<file path="config.mk">
export PLATFORM = sky130hd
export DESIGN_NAME = mac_rr_arbiter
export DESIGN_NICKNAME = d
export VERILOG_FILES = /design/src/rtl/mac_rr_arbiter.sv
export SDC_FILE = /design/constraint.sdc
export NUM_CORES = 1
export LEC_CHECK = 0
export ABC_AREA = 0
export CAP_MARGIN = 30
export CORE_ASPECT_RATIO = 1.2
export CORE_UTILIZATION = 43
export CTS_BUF_LIST = sky130_fd_sc_hd__clkbuf_2
export CTS_CLUSTER_SIZE = 24
export DETAILED_ROUTE_END_ITERATION = 16
export PLACE_DENSITY_LB_ADDON = 0.3
export SLEW_MARGIN = 10
export SYNTH_ARGS = -nofsm -noshare
export SYNTH_HDL_FRONTEND = slang
export SYNTH_SLANG_ARGS = --single-unit
</file>
<file path="constraint.sdc">
create_clock -name clk_i -period 8.5 [get_ports clk_i]
set_input_delay 1.7 -clock clk_i [delete_from_list [all_inputs] [get_ports clk_i]]
set_output_delay 1.7 -clock clk_i [all_outputs]
set_load 0.005 [all_outputs]
</file>
<file path="src/rtl/mac_rr_arbiter.sv">
// -----------------------------------------------------------------------------
// mac_rr_arbiter
// Shares one external combinational multiply-add unit (d = a*b + c) among
// NUM_REQ requesters. A round-robin pointer picks the next requester. The
// winner's operands are registered toward the shared unit. The unit's result
// is captured one cycle later and returned with the requester index. Only one
// transaction is in flight at a time.
//
// Ports
//   clk_i        clock, rising edge
//   rst_i        synchronous reset, active-high
//   req_valid_i  per-requester request valid
//   req_ready_o  per-requester accept, one-hot or zero, combinational in IDLE
//   req_a_i/b_i/c_i  packed operands, requester k at [k*DATA_W +: DATA_W]
//   mac_a_o/b_o/c_o  registered operands to the shared unit
//   mac_d_i      result from the shared unit
//   rsp_valid_o  response valid
//   rsp_ready_i  response consumer ready
//   rsp_id_o     index of the requester owning the response
//   rsp_d_o      registered result
//   busy_o       high whenever a transaction is in flight
// -----------------------------------------------------------------------------
module mac_rr_arbiter #(
    parameter int  NUM_REQ = 4,
    parameter int  DATA_W  = 8,
    localparam int ID_W    = $clog2(NUM_REQ)
) (
    input  logic                        clk_i,
    input  logic                        rst_i,
    input  logic [NUM_REQ-1:0]          req_valid_i,
    output logic [NUM_REQ-1:0]          req_ready_o,
    input  logic [NUM_REQ*DATA_W-1:0]   req_a_i,
    input  logic [NUM_REQ*DATA_W-1:0]   req_b_i,
    input  logic [NUM_REQ*DATA_W-1:0]   req_c_i,
    output logic [DATA_W-1:0]           mac_a_o,
    output logic [DATA_W-1:0]           mac_b_o,
    output logic [DATA_W-1:0]           mac_c_o,
    input  logic [2*DATA_W-1:0]         mac_d_i,
    output logic                        rsp_valid_o,
    input  logic                        rsp_ready_i,
    output logic [ID_W-1:0]             rsp_id_o,
    output logic [2*DATA_W-1:0]         rsp_d_o,
    output logic                        busy_o
);

    localparam logic [1:0] ST_IDLE = 2'd0;
    localparam logic [1:0] ST_EXEC = 2'd1;
    localparam logic [1:0] ST_RESP = 2'd2;

    logic [1:0]          state_r;
    logic [ID_W-1:0]     rr_ptr_r;
    logic [ID_W-1:0]     rsp_id_r;
    logic [DATA_W-1:0]   mac_a_r;
    logic [DATA_W-1:0]   mac_b_r;
    logic [DATA_W-1:0]   mac_c_r;
    logic [2*DATA_W-1:0] rsp_d_r;
    logic                rsp_valid_r;

    logic                grant_found_s;
    logic [ID_W-1:0]     winner_s;
    logic [ID_W-1:0]     cand_s;
    logic [ID_W-1:0]     next_ptr_s;
    logic [NUM_REQ-1:0]  grant_oh_s;
    logic [NUM_REQ-1:0]  req_ready_s;
    logic [DATA_W-1:0]   win_a_s;
    logic [DATA_W-1:0]   win_b_s;
    logic [DATA_W-1:0]   win_c_s;

    // Modular add of two indices below NUM_REQ; one subtraction suffices
    // because the sum is always below 2*NUM_REQ, even for non-power-of-two NUM_REQ.
    function automatic logic [ID_W-1:0] wrap_add(input logic [ID_W-1:0] base,
                                                 input logic [ID_W-1:0] off);
        logic [ID_W:0] sum;
        sum = {1'b0, base} + {1'b0, off};
        if (sum >= (ID_W+1)'(NUM_REQ)) begin
            sum = sum - (ID_W+1)'(NUM_REQ);
        end else begin
            sum = sum;
        end
        return sum[ID_W-1:0];
    endfunction

    // Round-robin search: first valid requester starting at rr_ptr_r.
    always_comb begin
        grant_found_s = 1'b0;
        winner_s      = '0;
        cand_s        = '0;
        grant_oh_s    = '0;
        for (int i = 0; i < NUM_REQ; i++) begin
            cand_s = wrap_add(rr_ptr_r, ID_W'(i));
            if (!grant_found_s && req_valid_i[cand_s]) begin
                grant_found_s      = 1'b1;
                winner_s           = cand_s;
                grant_oh_s[cand_s] = 1'b1;
            end else begin
                grant_found_s = grant_found_s;
            end
        end
        next_ptr_s = wrap_add(winner_s, ID_W'(1));
    end

    // Operand mux selecting the winner's packed a/b/c fields.
    always_comb begin
        win_a_s = '0;
        win_b_s = '0;
        win_c_s = '0;
        for (int k = 0; k < NUM_REQ; k++) begin
            if (winner_s == ID_W'(k)) begin
                win_a_s = req_a_i[k*DATA_W +: DATA_W];
                win_b_s = req_b_i[k*DATA_W +: DATA_W];
                win_c_s = req_c_i[k*DATA_W +: DATA_W];
            end else begin
                win_a_s = win_a_s;
            end
        end
    end

    // Grant is only offered in IDLE; held low during reset so every output reads 0.
    always_comb begin
        if ((state_r == ST_IDLE) && !rst_i) begin
            req_ready_s = grant_oh_s;
        end else begin
            req_ready_s = '0;
        end
    end

    // Control FSM, round-robin pointer, operand and response registers.
    always_ff @(posedge clk_i) begin
        if (rst_i) begin
            state_r     <= ST_IDLE;
            rr_ptr_r    <= '0;
            rsp_id_r    <= '0;
            mac_a_r     <= '0;
            mac_b_r     <= '0;
            mac_c_r     <= '0;
            rsp_d_r     <= '0;
            rsp_valid_r <= 1'b0;
        end else begin
            case (state_r)
                ST_IDLE: begin
                    if (grant_found_s) begin
                        mac_a_r  <= win_a_s;
                        mac_b_r  <= win_b_s;
                        mac_c_r  <= win_c_s;
                        rsp_id_r <= winner_s;
                        rr_ptr_r <= next_ptr_s;
                        state_r  <= ST_EXEC;
                    end
                end
                ST_EXEC: begin
                    // Shared unit has had a full cycle to settle on mac_*_o.
                    rsp_d_r     <= mac_d_i;
                    rsp_valid_r <= 1'b1;
                    state_r     <= ST_RESP;
                end
                ST_RESP: begin
                    if (rsp_ready_i) begin
                        rsp_valid_r <= 1'b0;
                        state_r     <= ST_IDLE;
                    end
                end
                default: begin
                    rsp_valid_r <= 1'b0;
                    state_r     <= ST_IDLE;
                end
            endcase
        end
    end

    assign req_ready_o = req_ready_s;
    assign mac_a_o     = mac_a_r;
    assign mac_b_o     = mac_b_r;
    assign mac_c_o     = mac_c_r;
    assign rsp_valid_o = rsp_valid_r;
    assign rsp_id_o    = rsp_id_r;
    assign rsp_d_o     = rsp_d_r;
    assign busy_o      = (state_r != ST_IDLE);

endmodule

</file>
==> flow_summary.json <==
{
  "hold_viol": 0,
  "critical_path.max_fanout": 10,
  "drive_gt1_share_pct": 5.085,
  "route.final.wire_length_mm": 9.924,
  "postRouteAntennaNets": 0,
  "grtUsageTotal_pct": 27.09,
  "place_worst_setup_slack_ps": 2735,
  "post-synth-top-count-cell": "dfxtp_1",
  "cp.required_ps": 6800,
  "layout.area.seq_sq_um": 940.9,
  "grt_setup_unrepaired": "no",
  "post_cts.resized_instances": 0,
  "critical-path-max-stage-delay_ps": 600,
  "cts_hold_buffers": 0,
  "syn-num-nets": 516,
  "start_util_pct": 45.11,
  "timing.fmax_mhz": 171.7,
  "synth_cells": 386,
  "standard_cell_row_count": 32,
  "num_antenna_cells": 0,
  "cts-htree-levels": 2,
  "critical-path-top-cell-by-count": "clkdlybuf4s50_1",
  "numCtsBuffers": 5,
  "synthToLayoutAreaGrowth_pct": 59.37,
  "final.period_utilization_pct": 68.53,
  "fp.dieArea_sq_um": 7183,
  "worst-setup-path-type": "in2out",
  "kind_of_capture_point_of_the_worst_setup_path": "primary output",
  "multi_input_area_sq_um": 1839,
  "place.port_buffers": 166,
  "min-delay-path-class": "reg2reg",
  "totalNegativeSetupSlack_ps": 0,
  "ys_warn_count": 0,
  "grt_pass1_wl_mm": 15.47,
  "netlist_top_cells_count": "dfxtp_1 (47), nor2b_1 (46), a21oi_1 (44), nand2_1 (39), nor2_1 (38)",
  "worst_slack_ps": 2675,
  "synth_cell_types": 38,
  "vias": 3379,
  "design.final.nets": 660,
  "critical_path.startpoint_type": "primary input",
  "yosys.area.top_type_share_pct": 31.96,
  "timing.max_slew.rel_slack_pct": 38.92,
  "synth-edff-count": 0,
  "cp_slowest_cell": "clkdlybuf4s50_1",
  "tritoncts_num_sinks": 47,
  "path_cells": "clkdlybuf4s50_1 -> mux4_2 -> nand2b_2 -> o211ai_1 -> a21oi_1 -> nor3_1 -> clkdlybuf4s50_1",
  "timing_worst_slew_pin_value_ps": 916.2,
  "finalWorstPathRequiredPeriod_ps": 5825,
  "first_global_vias": 3151,
  "root_buffer": "clkbuf_2",
  "core_area_sq_um": 6526,
  "firstDrtPassIters": 5,
  "synth.area.top_cells": "dfxtp_1 (32%), nor2b_1 (9.8%), a21oi_1 (7.5%)",
  "fp.dieH_um": 92.64,
  "power_density_nw_per_um2": 281.2,
  "antenna_found_initial": 0,
  "clkLatencyLatePin_ps": 440,
  "cts_setup_buffers": 0,
  "setup_violations": 0,
  "crit_family": "buffers and inverters",
  "utilization_pct": 71.89,
  "place.gp.congestion": 0.8664,
  "largest_net_degree_at_the_start_of_global_routing": 49,
  "synth.yosys.seq_area_share_pct": 31.96,
  "yosys_most_used_dff": "dfxtp_1",
  "crit_arrival_ps": 4130,
  "critical_path_buf_inv_count": 2,
  "synthDominantAreaCellType": "dfxtp_1",
  "maximum_root_to_sink_buffer_count": 2,
  "max_cap_violations": 0,
  "final.fill_count": 548,
  "power.static_leakage_nw": 1.721,
  "cts_tree": "yes",
  "post_synth_instance_area_sq_um": 2944,
  "post_drt_wl_per_cell_um": 16.11,
  "initial_drc_count": 203,
  "ir_worst_vdd_mv": 0.1525,
  "async_reset_ff_share_pct": 0,
  "syn_avg_cell_area_sq_um": 7.627,
  "timing.final.max_slew_violations": 0,
  "skew_ps": 13.36,
  "place_hpwl_mm": 7.165,
  "grt.overflow.total": 0,
  "io_pins": 167,
  "yosys_register_bits": 47,
  "cts.clk_slew.worst_paths_ps": 280,
  "die_x_um": 77.54,
  "drcViolationCount": 0,
  "route.detailed.vias_per_inst": 5.485,
  "outcome": "finished, final reports clean"
}
==> worst reg2reg max path, cell delays in order (launching register included) <==
cell      delay, ps
dfxtp_1         810
inv_1           230
ha_1            450
nor3b_1         200
a22oi_1         220
o21ai_2         170
o31ai_1         530
ha_1            800
nor2b_1         430
a221oi_1        130
nor3_1          190
a211oi_1         70
nor3_1          220
==> where the power goes <==
| part | switching, mW | internal, mW | total [mW] |
|---|---|---|---|
| Combinational | 0.440 | 0.422 | 0.861 |
| Sequential | 0.0429 | 0.282 | 0.325 |
| Clock | 0.0812 | 0.0514 | 0.133 |
==> stage by stage <==
step | std cells | instance area (sq um) | power (mW) | hold slack [ps]
2_1_floorplan | 386 | 2944 | 0.8776 | 452.7
3_3_place_gp | 606 | 4584 | 1.152 | 441.7
3_5_place_dp | 607 | 4592 | 1.173 | 447.9
4_1_cts | 615 | 4664 | 1.312 | 476.4
5_1_grt | 616 | 4692 | 1.427 | 502.8
6_report | 616 | 4692 | 1.319 | 474.1
==> metal layers <==
layer | GRT usage (%) | routed length, um
met1 | 32.67 | 4190
met2 | 48.45 | 4982
met3 | 4.729 | 529
met4 | 8.333 | 221
met5 | 0 | 0
==> layout make-up <==
cell class / count / area share (%)
Multi-Input combinational cell: 299 / 39.20
Clock inverter: 3 / 1.013
Sequential cell: 47 / 20.05
Tap cell: 85 / 2.267
Inverter: 7 / 0.5600
Timing Repair Buffer: 170 / 36.37
Clock buffer: 5 / 0.5333
==> worst paths after layout <==
| check | startpoint | end | slack (ps) | depth (start not counted) |
|---|---|---|---|---|
| setup / recovery | req_valid_i[0] | req_ready_o[3] | 2670 | 7 |
| hold reg to reg | rsp_d_o[6] | rsp_d_o[6] | 470 | 2 |
| hold / removal | rsp_d_o[6] | rsp_d_o[6] | 470 | 2 |
| setup reg to reg | rr_ptr_r[0] | mac_c_o[2] | 3990 | 12 |
==> sequential cells by signal, indices dropped and copies added (netlist names) <==
signal,count
mac_a_o,8
mac_b_o,8
mac_c_o,8
rr_ptr_r,2
rsp_d_o,16
rsp_id_o,2
rsp_valid_o,1
state_r,2
==> kinds of logic after synthesis <==
logic type | count (synthesis) | share of synthesized area, %
flops | 47 | 31.96
compound gates | 104 | 23.80
mux | 7 | 3.612
buf+inv | 40 | 5.907
simple gates | 177 | 30.05
fa+ha+maj | 11 | 4.675
==> cells in the final DEF, fill, tap and decap left out, types with 2 or more instances in the layout <==
cell             count
buf_4                3
nor2b_1             46
a221oi_1            24
a211oi_1            25
or2_2                3
nor2_1              37
nand2_1             39
a21oi_1             44
inv_1                7
o211ai_1             4
nor3b_1              3
clkdlybuf4s50_1    165
mux2_2               3
ha_1                10
or3_1                2
o31ai_1              2
nand3_1              3
dfxtp_1             47
clkbuf_2             5
nor3_1              35
No activity file was read; power rests on OpenSTA's default activity.
